<file path="config.mk">
export PLATFORM = sky130hd
export DESIGN_NAME = fetch_pc_unit
export DESIGN_NICKNAME = d
export VERILOG_FILES = /design/src/rtl/fetch_pc_unit.sv
export SDC_FILE = /design/constraint.sdc
export NUM_CORES = 1
export LEC_CHECK = 0
export ABC_AREA = 1
export ABC_CLOCK_PERIOD_IN_PS = 13020
export CAP_MARGIN = 20
export CORE_ASPECT_RATIO = 0.7
export CORE_MARGIN = 1.5
export CORE_UTILIZATION = 55
export CTS_CLUSTER_DIAMETER = 60
export CTS_CLUSTER_SIZE = 30
export DETAILED_ROUTE_END_ITERATION = 12
export PLACE_DENSITY_LB_ADDON = 0.12
export SLEW_MARGIN = 0
export SYNTH_ARGS = -nofsm -noshare
export SYNTH_HDL_FRONTEND = slang
export SYNTH_SLANG_ARGS = --single-unit
</file>
<file path="constraint.sdc">
create_clock -name CLK -period 13.02 [get_ports CLK]
set_input_delay 2.604 -clock CLK [delete_from_list [all_inputs] [get_ports CLK]]
set_output_delay 2.604 -clock CLK [all_outputs]
set_load 0.05 [all_outputs]
</file>
<file path="src/rtl/fetch_pc_unit.sv">
// Instruction-fetch front end: owns the PC, requests the icache, and registers the
// instruction/next-PC pair for an enable-less IF/ID latch (holds on stall, bubbles otherwise).
module fetch_pc_unit #(
  parameter logic [31:0] PC_INIT = 32'h0000_0000
) (
  input  logic        CLK,
  input  logic        RST,
  output logic        imemREN,
  output logic [31:0] imemaddr,
  input  logic        ihit,
  input  logic [31:0] imemload,
  input  logic        stall,
  input  logic        redirect,
  input  logic [31:0] redirect_pc,
  input  logic        halt,
  output logic [31:0] if_instr,
  output logic [31:0] if_npc,
  output logic        if_valid
);

  typedef enum logic [1:0] {
    FETCH  = 2'd0,
    HOLD   = 2'd1,
    HALTED = 2'd2
  } state_t;

  state_t      state_q;
  logic [31:0] pc_q;
  logic [31:0] instr_q;
  logic [31:0] npc_q;
  logic        valid_q;
  logic [31:0] buf_q;
  logic [31:0] buf_npc_q;
  logic [31:0] pc_d;

  // Wraps modulo 2^32 by construction of the 32-bit add.
  assign pc_d     = pc_q + 32'd4;

  assign imemREN  = (state_q == FETCH);
  assign imemaddr = pc_q;
  assign if_instr = instr_q;
  assign if_npc   = npc_q;
  assign if_valid = valid_q;

  always_ff @(posedge CLK or posedge RST) begin
    if (RST) begin
      state_q   <= FETCH;
      pc_q      <= PC_INIT;
      instr_q   <= '0;
      npc_q     <= '0;
      valid_q   <= 1'b0;
      buf_q     <= '0;
      buf_npc_q <= '0;
    end else if (state_q != HALTED) begin
      if (redirect) begin
        // Flush overrides stall: the latch must not keep a wrong-path instruction.
        pc_q    <= {redirect_pc[31:2], 2'b00};
        instr_q <= '0;
        npc_q   <= '0;
        valid_q <= 1'b0;
        state_q <= FETCH;
      end else if (halt) begin
        instr_q <= '0;
        npc_q   <= '0;
        valid_q <= 1'b0;
        state_q <= HALTED;
      end else if (state_q == HOLD) begin
        if (!stall) begin
          instr_q <= buf_q;
          npc_q   <= buf_npc_q;
          valid_q <= 1'b1;
          state_q <= FETCH;
        end
      end else if (stall) begin
        // Park the hit so the request is not repeated while IF/ID is frozen.
        if (ihit) begin
          buf_q     <= imemload;
          buf_npc_q <= pc_d;
          pc_q      <= pc_d;
          state_q   <= HOLD;
        end
      end else if (ihit) begin
        instr_q <= imemload;
        npc_q   <= pc_d;
        valid_q <= 1'b1;
        pc_q    <= pc_d;
      end else begin
        instr_q <= '0;
        npc_q   <= '0;
        valid_q <= 1'b0;
      end
    end
  end

endmodule

</file>
==> results of run 1 <==
## through the flow
| stage | std cells | util, % |
|---|---|---|
| finish | 1317 | 74.5 |
| global route | 1317 | 74.5 |
| CTS | 1314 | 74.1 |
| detailed placement | 1283 | 69.7 |
| global placement | 1283 | 69.7 |
| floorplan | 983 | - |
## synth_stat cells, drive strengths merged
master / count
a21boi: 1
and2: 4
conb: 1
o21ai: 110
o211ai: 7
nand3: 14
clkbuf: 27
o22ai: 4
buf: 30
xor2: 13
a31oi: 2
a21oi: 44
clkinv: 1
nor2: 78
inv: 31
a22oi: 35
ha: 1
nand3b: 6
nand2: 415
dfrtp: 158
## cells in the final DEF (no fill, tap or decap), types with 2 or more instances in the layout
cell             Yosys  routed
o22ai_1              4       4
clkbuf_16            0      17
inv_2                1       2
nor2_1              70      70
o21ai_1             14      14
nor2_2               7       6
dfrtp_1            158     158
nor2_4               1       2
bufinv_16            0       2
o211ai_1             6       6
conb_1               1       2
nand3_1             14      14
clkinv_4             0       2
inv_1               30      28
inv_6                0       7
and2_1               4       4
clkinvlp_4           0       3
nand2_2              2       3
a22oi_1             35      35
nand3b_1             6       6
a31oi_1              2       2
a21oi_2              5       5
xor2_1              13      13
clkdlybuf4s50_1      0     163
nand2_1            413     412
o21ai_0             96      96
a21oi_1             39      39
buf_4                8       9
## registers in the layout, indices dropped and copies added, names as in the netlist
name       cells
if_npc        31
imemaddr      30
if_instr      32
buf_q         32
if_valid       1
state_q        2
buf_npc_q     30
## path summary, 6_finish.rpt
kind	start	to	slack, ns	cells past startpoint
max	redirect	buf_npc_q[22]$_DFFE_PP0P_	7.51	9
min	if_npc[7]$_DFFE_PP0P_	if_npc[7]$_DFFE_PP0P_	0.48	2
max reg2reg	state_q[1]$_DFFE_PP0P_	buf_npc_q[22]$_DFFE_PP0P_	9.99	8
min reg2reg	if_npc[7]$_DFFE_PP0P_	if_npc[7]$_DFFE_PP0P_	0.48	2
max in group asynchronous	RST	if_npc[20]$_DFFE_PP0P_	8.85	3
min in group asynchronous	RST	if_npc[16]$_DFFE_PP0P_	2.70	2
## tightest hold or removal path, cell delays in order (launching register included)
cell	delay, ns
dfrtp_1	0.34
nand2_1	0.05
nand2_1	0.05
## logic make-up after synthesis
kind of cell	Yosys count	share of synthesized area [%]
other cells	1	0.0488
fa+ha+maj	1	0.163
compound gates	203	15.1
xor+xnor	13	1.48
flops	158	51.5
simple gates	517	26.3
buf+inv	89	5.41
## power by group through the flow
stage          registers, W  clock network [W]  logic, W
2_1_floorplan      0.000845                  0  0.000253
3_3_place_gp       0.000700                  0  0.000585
3_5_place_dp       0.000704                  0  0.000597
4_1_cts            0.000698           0.000508  0.000599
5_1_grt            0.000717           0.000530  0.000657
6_report           0.000702           0.000507  0.000603
## metal layers
| metal | part of all wire, % | vias up | track usage (%) |
|---|---|---|---|
| li1 | - | 3447 | - |
| met1 | 44 | 3371 | 43.7 |
| met2 | 45 | 323 | 47.7 |
| met3 | 8.7 | 27 | 6.04 |
| met4 | 1.6 | 0 | 10.3 |
| met5 | 0 | - | 0 |
## final cells by class
cell class / count / area, µm²
clock buffers: 18 / 439
clock inverters: 13 / 153
fillers: 1044 / 3410
inverters: 32 / 125
multi-input cells: 736 / 3330
flip-flops and latches: 158 / 3950
well taps: 185 / 231
repair buffers: 175 / 1760
==> results.md, run 1 <==
* Hold Path Class: reg2reg
* Floorplan core area at 13,400 µm²
* Family with the most delay on the worst path: simple AND/OR/NAND/NOR gates
* Final min period at 5.51 ns
* Avg Inst Size Synth at 7.82 µm²
* TritonCTS clock tree: done
* Worst setup margin at 7.51 ns
* Input/output buffers at 163
* Hold_ws at 0.480 ns
* CP cell instances: clkdlybuf4s50_1 > buf_4 > nor2_2 > nand2_2 > o211ai_4 > nor2_4 > buf_4 > nand2_1 > nand2_1
* # diodes at 0
* Cell taking the most area after synthesis: dfrtp_1
* P per Cell Area at 181 nW/µm²
* Sequential share of the synthesized area at 51.5%
* Die Height at 102 µm
* Final hold viol count at 0
* Routed vias/inst at 5.44
* Row cnt at 35
* Nets at 1,191
* Period utilisation layout at 42.3%
* Post-Syn Area at 7680 µm²
* CP Capture Type: flip-flop
* Starting Density at 57.3%
* Setup CP Type: in2reg
* Hold_buf cts at 0
* Switching share of total power at 39.7%
* Layout cells sized above 1 at 5.57%
* Residual DRC at 0
* Post-cts resize count at 0
* Post-CTS setup buffers at 0
* Setup WS pre-CTS at 7.14 ns
* H-tree levels at 4
* Max Cap Viol at 0
* Largest net degree at the start of global routing at 89
* CTS sink cnt at 158
* Area post-placement at 9340 µm²
* Slowest stage delay, CP at 0.79 ns
* Seq cells post-synth at 158
* Status: finished clean
* Total grt overflow at 0
* DIE WIDTH at 144 µm
* Yosys cell types at 30
* Logic pwr share at 33.3%
* Final WL at 21,600 µm
* Setup-failing EPs final at 0
* DRT iter0 DRCs at 574
* Switch Pwr at 0.000720 W
* Seq pwr share at 38.7%
* Placed wire-length estimate at 13,600 µm
* WP data required at 13.38 ns
* Via Count at 7,168
* Crit Path Max Fanout at 55
* Setup tns final at 0 ns
* Worst Path Buf+Inv at 3
* FMAX at 182 MHz
* Clk slew on worst S/H paths at 0.07 ns
* Vias in the first global route at 6,837
* Clock root buffer: clkbuf_16
* Clock share of power at 28.0%
* Area Growth Syn to Fin at 30.0%
* CTS Buf Count at 17
* Design area at 9990 µm²
* Max_slew headroom at 28.2%
* Number of antenna violations at the first check in global routing at 0
* Global Route Usage Sum at 30.7%
* Final slew viol count at 0
* Clk_lat worst skew at 0.43 ns
* Max VDD drop at 136 µV
* Pint at 0.00109 W
* Layout Skew at 0.0155 ns
* Max Buffers Root-to-Sink at 2
* Cells after Synth at 982
* Drt first pass iters at 6
* Area contributors post-synth: dfrtp_1 51%, nand2_1 20%, o21ai_0 6.3%
* CP arrival at 5.87 ns
* Design Power at 0.00181 W
* First-pass GRT wire length at 34,700 µm
* Synth warnings at 0
* Unrepaired setup endpoints after global routing: no
* Wire per inst at 16.4 µm
* Leak at 4.62 nW
* I/O pins at 168
* Tightest Pin Transition at 1.07 ns
* Die area at 14,700 µm²
* Share of the synthesized area in the top cell type at 51.5%
* Placer Congestion at 0.899
* Remaining antenna violation count at 0
* Worst setup SP type: input port
* Max stage delay cell, worst path: nand2_2
Power figures use the tool's default switching activity.
==> inputs of run 2 (changes only) <==
--- a/config.mk
+++ b/config.mk
@@ -6,11 +6,11 @@
 export NUM_CORES = 1
 export LEC_CHECK = 0
 export ABC_AREA = 1
-export ABC_CLOCK_PERIOD_IN_PS = 13020
+export ABC_CLOCK_PERIOD_IN_PS = 5700
 export CAP_MARGIN = 20
 export CORE_ASPECT_RATIO = 0.7
 export CORE_MARGIN = 1.5
-export CORE_UTILIZATION = 55
+export CORE_UTILIZATION = 51
 export CTS_CLUSTER_DIAMETER = 60
 export CTS_CLUSTER_SIZE = 30
 export DETAILED_ROUTE_END_ITERATION = 12
==> constraint.sdc (replaced) <==
create_clock -name CLK -period 5.7 [get_ports CLK]
set_input_delay 1.14 -clock CLK [delete_from_list [all_inputs] [get_ports CLK]]
set_output_delay 1.14 -clock CLK [all_outputs]
set_load 0.05 [all_outputs]
==> results.md, run 2 (synthesis results as in run 1) <==
* Status: finished clean
* Hold Startpoint: if_valid$_DFFE_PP0P_
* Layout cells sized above 1 at 5.64% (+0.078 points)
* Global Route Usage Sum at 28.2% (-2.5 points)
* Most frequent cells in the layout: 412 x nand2_1, 163 x clkdlybuf4s50_1, 158 x dfrtp_1, 96 x o21ai_0, 70 x nor2_1
* Max_slew headroom at 29.6% (+1.5 points)
* Reg-to-Reg Start: state_q[0]$_DFFE_PP0P_
* H-tree levels at 4 (unchanged)
* Vias in the first global route at 6,717 (-1.8%)
* Largest net degree at the start of global routing at 100 (+12%)
* Placer Congestion at 0.891 (-0.90%)
* TritonCTS clock tree: done
* Remaining antenna violation count at 0 (unchanged)
* Max Buffers Root-to-Sink at 2 (unchanged)
* Commonest non-fill, non-tap cell in the layout: nand2_1
* Clk_lat worst skew at 0.42 ns (about the same)
* CTS Buf Count at 17 (unchanged)
* Post-cts resize count at 0 (unchanged)
* FILL cells at 1,256 (+20%)
* Hold_buf cts at 0 (unchanged)
* Final slew viol count at 0 (unchanged)
* CP cell instances: clkdlybuf4s50_1 > buf_4 > nor2_2 > nand2_2 > buf_4 > nor2_4 > buf_12 > nor2_1 > a21oi_1
* Die area at 15,800 µm² (+7.6%)
* Routed vias/inst at 5.36 (-1.4%)
* Setup tns final at 0 ns (unchanged)
* Area Growth Syn to Fin at 29.8%
* Hold Path Class: reg2reg
* Input/output buffers at 163 (unchanged)
* Total grt overflow at 0 (unchanged)
* Die Height at 106 µm (+3.7%)
* CTS sink cnt at 158 (unchanged)
* Starting Density at 52.2% (-5.1 points)
* Max stage delay cell, worst path: nor2_4
* I/O pins at 168 (unchanged)
* Layout Skew at 0.0122 ns (-0.00330 ns)
* Period utilisation layout at 60.9%
* Via Count at 7,129 (-0.54%)
* Reg2reg setup slack at 3.16 ns (-6.83 ns)
* Slowest stage delay, CP at 0.60 ns (-0.19 ns)
* Residual DRC at 0 (unchanged)
* R2R cell count at 9 (+1)
* WP data required at 6.03 ns (-7.35 ns)
* Worst setup SP type: input port
* Row cnt at 37 (+5.7%)
* Crit-path most repeated cell: buf_4
* Crit Path Max Fanout at 47 (-15%)
* Worst setup margin at 2.23 ns (-5.28 ns)
* Final WL at 21,300 µm (-1.4%)
* P per Cell Area at 404 nW/µm² (+120%)
* Leak at 4.59 nW (-0.52%)
* FF-to-FF End: buf_npc_q[10]$_DFFE_PP0P_
* Number of antenna violations at the first check in global routing at 0 (unchanged)
* Placed wire-length estimate at 13,800 µm (+1.4%)
* Nets at 1,193 (+0.17%)
* Post-CTS setup buffers at 0 (unchanged)
* Setup CP Type: in2reg
* Unrepaired setup endpoints after global routing: no
* Multi-input gate area at 3330 µm² (unchanged)
* Clk slew on worst S/H paths at 0.06 ns (about the same)
* Hold path endpoint: if_valid$_DFFE_PP0P_
* Drt first pass iters at 5 (-1)
* Register area at 3950 µm² (unchanged)
* Max Cap Viol at 0 (unchanged)
* CP arrival at 3.80 ns (-2.07 ns)
* DRT iter0 DRCs at 692 (+21%)
* Tightest Pin Transition at 1.05 ns (-0.0205 ns)
* Floorplan core area at 14,700 µm² (+9.9%)
* Setup-failing EPs final at 0 (unchanged)
* Final hold viol count at 0 (unchanged)
* Max VDD drop at 230 µV (+69%)
* # diodes at 0 (unchanged)
* DIE WIDTH at 150 µm (+3.8%)
* Final min period at 3.47 ns
* Worst hold path depth at 2 (unchanged)
* CP Capture Type: flip-flop
* FMAX at 288 MHz
* Setup WS pre-CTS at 1.63 ns (-5.51 ns)
* Wire per inst at 16.0 µm (-2.3%)
* Clock root buffer: clkbuf_16
* First-pass GRT wire length at 35,000 µm (+0.84%)
==> run 2: cell count changes in the layout (fill, tap and decap cells not counted) <==
cell,previous run,this run
clkbuf_1,0,1
clkbuf_8,1,0
clkinvlp_4,3,6
buf_16,1,2
buf_4,9,11
inv_6,7,6
buf_8,1,0
bufinv_16,2,0
==> run 2: worst max path at each step <==
stage,startpoint,cells after the start,slack [ns],end
floorplan,RST,1,0.30,buf_npc_q[10]$_DFFE_PP0P_
global placement,redirect,9,1.68,if_instr[9]$_DFFE_PP0P_
detailed placement,redirect,9,1.63,if_instr[2]$_DFFE_PP0P_
CTS,redirect,9,2.07,if_instr[31]$_DFFE_PP0P_
global route,redirect,9,2.03,buf_npc_q[10]$_DFFE_PP0P_
finish,redirect,9,2.23,buf_npc_q[10]$_DFFE_PP0P_
==> run 2: metal layers <==
metal | GRT usage, % | share of wire, % | up-vias
li1 | - | - | 3457
met1 | 42.5 | 47 | 3354
met2 | 41.4 | 44 | 293
met3 | 5.37 | 8.0 | 25
met4 | 8.26 | 1.4 | 0
met5 | 0 | 0 | -
==> run 2: area by class of cell <==
cell class,instances,share of cell area (%)
Timing Repair Buffer,177,17.9
Clock buffer,18,4.30
Inverter,32,1.25
Sequential cell,158,39.6
Tap cell,195,2.45
Multi-Input combinational cell,736,33.3
Clock inverter,13,1.07
==> run 2: where the power goes <==
part	internal, W	switching, W	leakage [nW]
Clock	0.000562	0.000489	0.242
Sequential	0.00139	0.000208	2.01
Combinational	0.000447	0.000934	2.34
Total	0.00240	0.00163	4.59
==> run 2: worst max-delay path: cells and delay by family <==
family | cells | cell delay, ns
buffers and inverters | 4 | 1.33
and+or+nand+nor | 4 | 1.16
AOI/OAI and AO/OA | 1 | 0.14
==> run 2: through the flow <==
stage / instances / hold WS (ns) / util [%] / cell area [µm²] / total power [W]
floorplan: 983 / 0.446 / - / 7690 / 0.00251
global placement: 1296 / 0.463 / 63.7 / 9380 / 0.00295
detailed placement: 1296 / 0.468 / 63.7 / 9380 / 0.00298
CTS: 1327 / 0.483 / 67.4 / 9920 / 0.00403
global route: 1329 / 0.500 / 67.7 / 9970 / 0.00424
finish: 1329 / 0.480 / 67.7 / 9970 / 0.00403
==> inputs of run 3 (changes only) <==
--- a/config.mk
+++ b/config.mk
@@ -6,11 +6,11 @@
 export NUM_CORES = 1
 export LEC_CHECK = 0
 export ABC_AREA = 1
-export ABC_CLOCK_PERIOD_IN_PS = 5700
+export ABC_CLOCK_PERIOD_IN_PS = 2800
 export CAP_MARGIN = 20
 export CORE_ASPECT_RATIO = 0.7
 export CORE_MARGIN = 1.5
-export CORE_UTILIZATION = 51
+export CORE_UTILIZATION = 46
 export CTS_CLUSTER_DIAMETER = 60
 export CTS_CLUSTER_SIZE = 30
 export DETAILED_ROUTE_END_ITERATION = 12
==> constraint.sdc (replaced) <==
create_clock -name CLK -period 2.8 [get_ports CLK]
set_input_delay 0.56 -clock CLK [delete_from_list [all_inputs] [get_ports CLK]]
set_output_delay 0.56 -clock CLK [all_outputs]
set_load 0.05 [all_outputs]
==> results.md, run 3 (synthesis results as in run 1) <==
* Final WL at 21,600 µm (+1.4%)
* P per Cell Area at 830 nW/µm² (+110%)
* Reg2reg setup slack at 0.70 ns (-2.46 ns)
* Post-CTS setup buffers at 0 (unchanged)
* Total grt overflow at 0 (unchanged)
* Global Route Usage Sum at 26.2% (-2.0 points)
* Status: finished clean
* Commonest non-fill, non-tap cell in the layout: nand2_1
* Period utilisation layout at 85.0%
* WP data required at 2.24 ns (-3.79 ns)
* Nets at 1,204 (+0.92%)
* Hold_buf cts at 0 (unchanged)
* Placed wire-length estimate at 14,400 µm (+4.1%)
* GR Util met2 at 38.3% (-3.1 points)
* Max VDD drop at 448 µV (+95%)
* Seq pwr share at 38.7% (-0.9 points)
* TritonCTS clock tree: done
* Vias in the first global route at 6,765 (+0.71%)
* Placer Congestion at 0.955 (+7.2%)
* Drt first pass iters at 5 (unchanged)
* Max Cap Viol at 0 (unchanged)
* Die Height at 111 µm (+5.1%)
* Area Growth Syn to Fin at 31.6%
* Starting Density at 47.0% (-5.2 points)
* Row cnt at 39 (+5.4%)
* FF-to-FF End: if_npc[23]$_DFFE_PP0P_
* Clk slew on worst S/H paths at 0.07 ns (about the same)
* Post-cts resize count at 0 (unchanged)
* Routed vias/inst at 5.14 (-4.2%)
* CP arrival at 1.82 ns (-1.98 ns)
* Layout cells sized above 1 at 6.72% (+1.1 points)
* Final hold viol count at 0 (unchanged)
* # diodes at 0 (unchanged)
* First-pass GRT wire length at 35,600 µm (+1.9%)
* Floorplan core area at 16,300 µm² (+11%)
* Number of antenna violations at the first check in global routing at 0 (unchanged)
* Final slew viol count at 0 (unchanged)
* Hold Path Class: reg2reg
* Wire per inst at 15.8 µm (-1.7%)
* Switching share of total power at 40.1% (-0.41 points)
* Input/output buffers at 163 (unchanged)
* Residual DRC at 0 (unchanged)
* Max Buffers Root-to-Sink at 2 (unchanged)
* FMAX at 420 MHz
* Die area at 17,500 µm² (+11%)
* Worst setup SP type: flip-flop
* Unrepaired setup endpoints after global routing: no
* Setup CP Type: reg2out
* DRT iter0 DRCs at 583 (-16%)
* Remaining antenna violation count at 0 (unchanged)
* Hold path endpoint: if_npc[16]$_DFFE_PP0P_
* Clk_lat worst skew at 0.44 ns (+0.02 ns)
* H-tree levels at 4 (unchanged)
* Hold Startpoint: if_npc[16]$_DFFE_PP0P_
* Leak at 4.68 nW (+1.8%)
* Setup-failing EPs final at 0 (unchanged)
* Max_slew headroom at 50.3% (+21 points)
* Tightest Pin Transition at 0.746 ns (-0.307 ns)
* DIE WIDTH at 157 µm (+5.2%)
* FILL cells at 1,502 (+20%)
* Busiest grt layer: met1
* CP Capture Type: primary output
* Setup tns final at 0 ns (unchanged)
* I/O pins at 168 (unchanged)
* Largest net degree at the start of global routing at 130 (+30%)
* Pint at 0.00503 W (+110%)
* R2R cell count at 11 (+2)
* Switch Pwr at 0.00337 W (+110%)
* Worst hold path depth at 2 (unchanged)
* GR Layer Usage met1 at 39.9% (-2.6 points)
* Reg-to-Reg Start: imemaddr[9]$_DFFE_PP0P_
* CTS sink cnt at 158 (unchanged)
* Clock root buffer: clkbuf_16
* Most frequent cells in the layout: 412 x nand2_1, 163 x clkdlybuf4s50_1, 158 x dfrtp_1, 96 x o21ai_0, 70 x nor2_1
* CTS Buf Count at 17 (unchanged)
* Hold_ws at 0.479 ns (-0.000687 ns)
* Clock share of power at 27.8% (+1.7 points)
* Final min period at 2.38 ns
* Via Count at 7,048 (-1.1%)
* M3 GR Usage at 4.50% (-0.87 points)
* Layout Skew at 0.0136 ns (+0.00143 ns)
* Logic pwr share at 33.5% (-0.8 points)
* Crit Path Max Fanout at 4 (-91%)
[run 3: how the worst max path moves through the flow]
stage,from,to,cells past startpoint
floorplan,RST,buf_npc_q[10]$_DFFE_PP0P_,1
global placement,halt,imemaddr[31]$_DFFE_PP0P_,10
detailed placement,halt,imemaddr[31]$_DFFE_PP0P_,10
CTS,state_q[1]$_DFFE_PP0P_,imemREN,2
global route,state_q[0]$_DFFE_PP0P_,imemREN,2
finish,state_q[1]$_DFFE_PP0P_,imemREN,2
[run 3: critical path, cell delays in order (launching register included)]
cell and delay [ns]:
dfrtp_1 0.42, nor2_1 0.13, clkdlybuf4s50_1 0.84
[run 3: power by group through the flow]
stage | combinational (W) | clock (W) | sequential (W)
3_3_place_gp | 0.00278 | 0 | 0.00326
4_1_cts | 0.00283 | 0.00237 | 0.00324
5_1_grt | 0.00307 | 0.00247 | 0.00333
3_5_place_dp | 0.00282 | 0 | 0.00328
2_1_floorplan | 0.00118 | 0 | 0.00393
6_report | 0.00281 | 0.00233 | 0.00325
[run 3: final cells by class]
cell class	count	area, µm²	area share [%]
sequential	158	3950	39.1
multi-input combinational	736	3330	32.9
tap	225	282	2.78
timing repair buffer	188	1840	18.2
clock buffer	18	439	4.34
inverter	32	124	1.22
clock inverter	14	146	1.45
[run 3: metal layers]
metal | routed length (µm) | up-vias | share of wire, %
met5 | 0 | - | 0
met4 | 238 | 0 | 1.1
met3 | 1230 | 20 | 5.7
met2 | 9450 | 222 | 44
met1 | 10700 | 3332 | 50
li1 | - | 3474 | -
[run 3: per-stage QoR]
step                      cells  total power [W]  worst slack (ns)  instance area (µm²)  utilization (%)
after floorplan             983          0.00511             0.239                 7690                -
after global placement     1339          0.00604             0.297                 9530             58.3
after detailed placement   1339          0.00609             0.286                 9530             58.3
after CTS                  1371          0.00844             0.408                10100             61.9
after global routing       1371          0.00888             0.381                10100             61.9
final                      1371          0.00840             0.419                10100             61.9
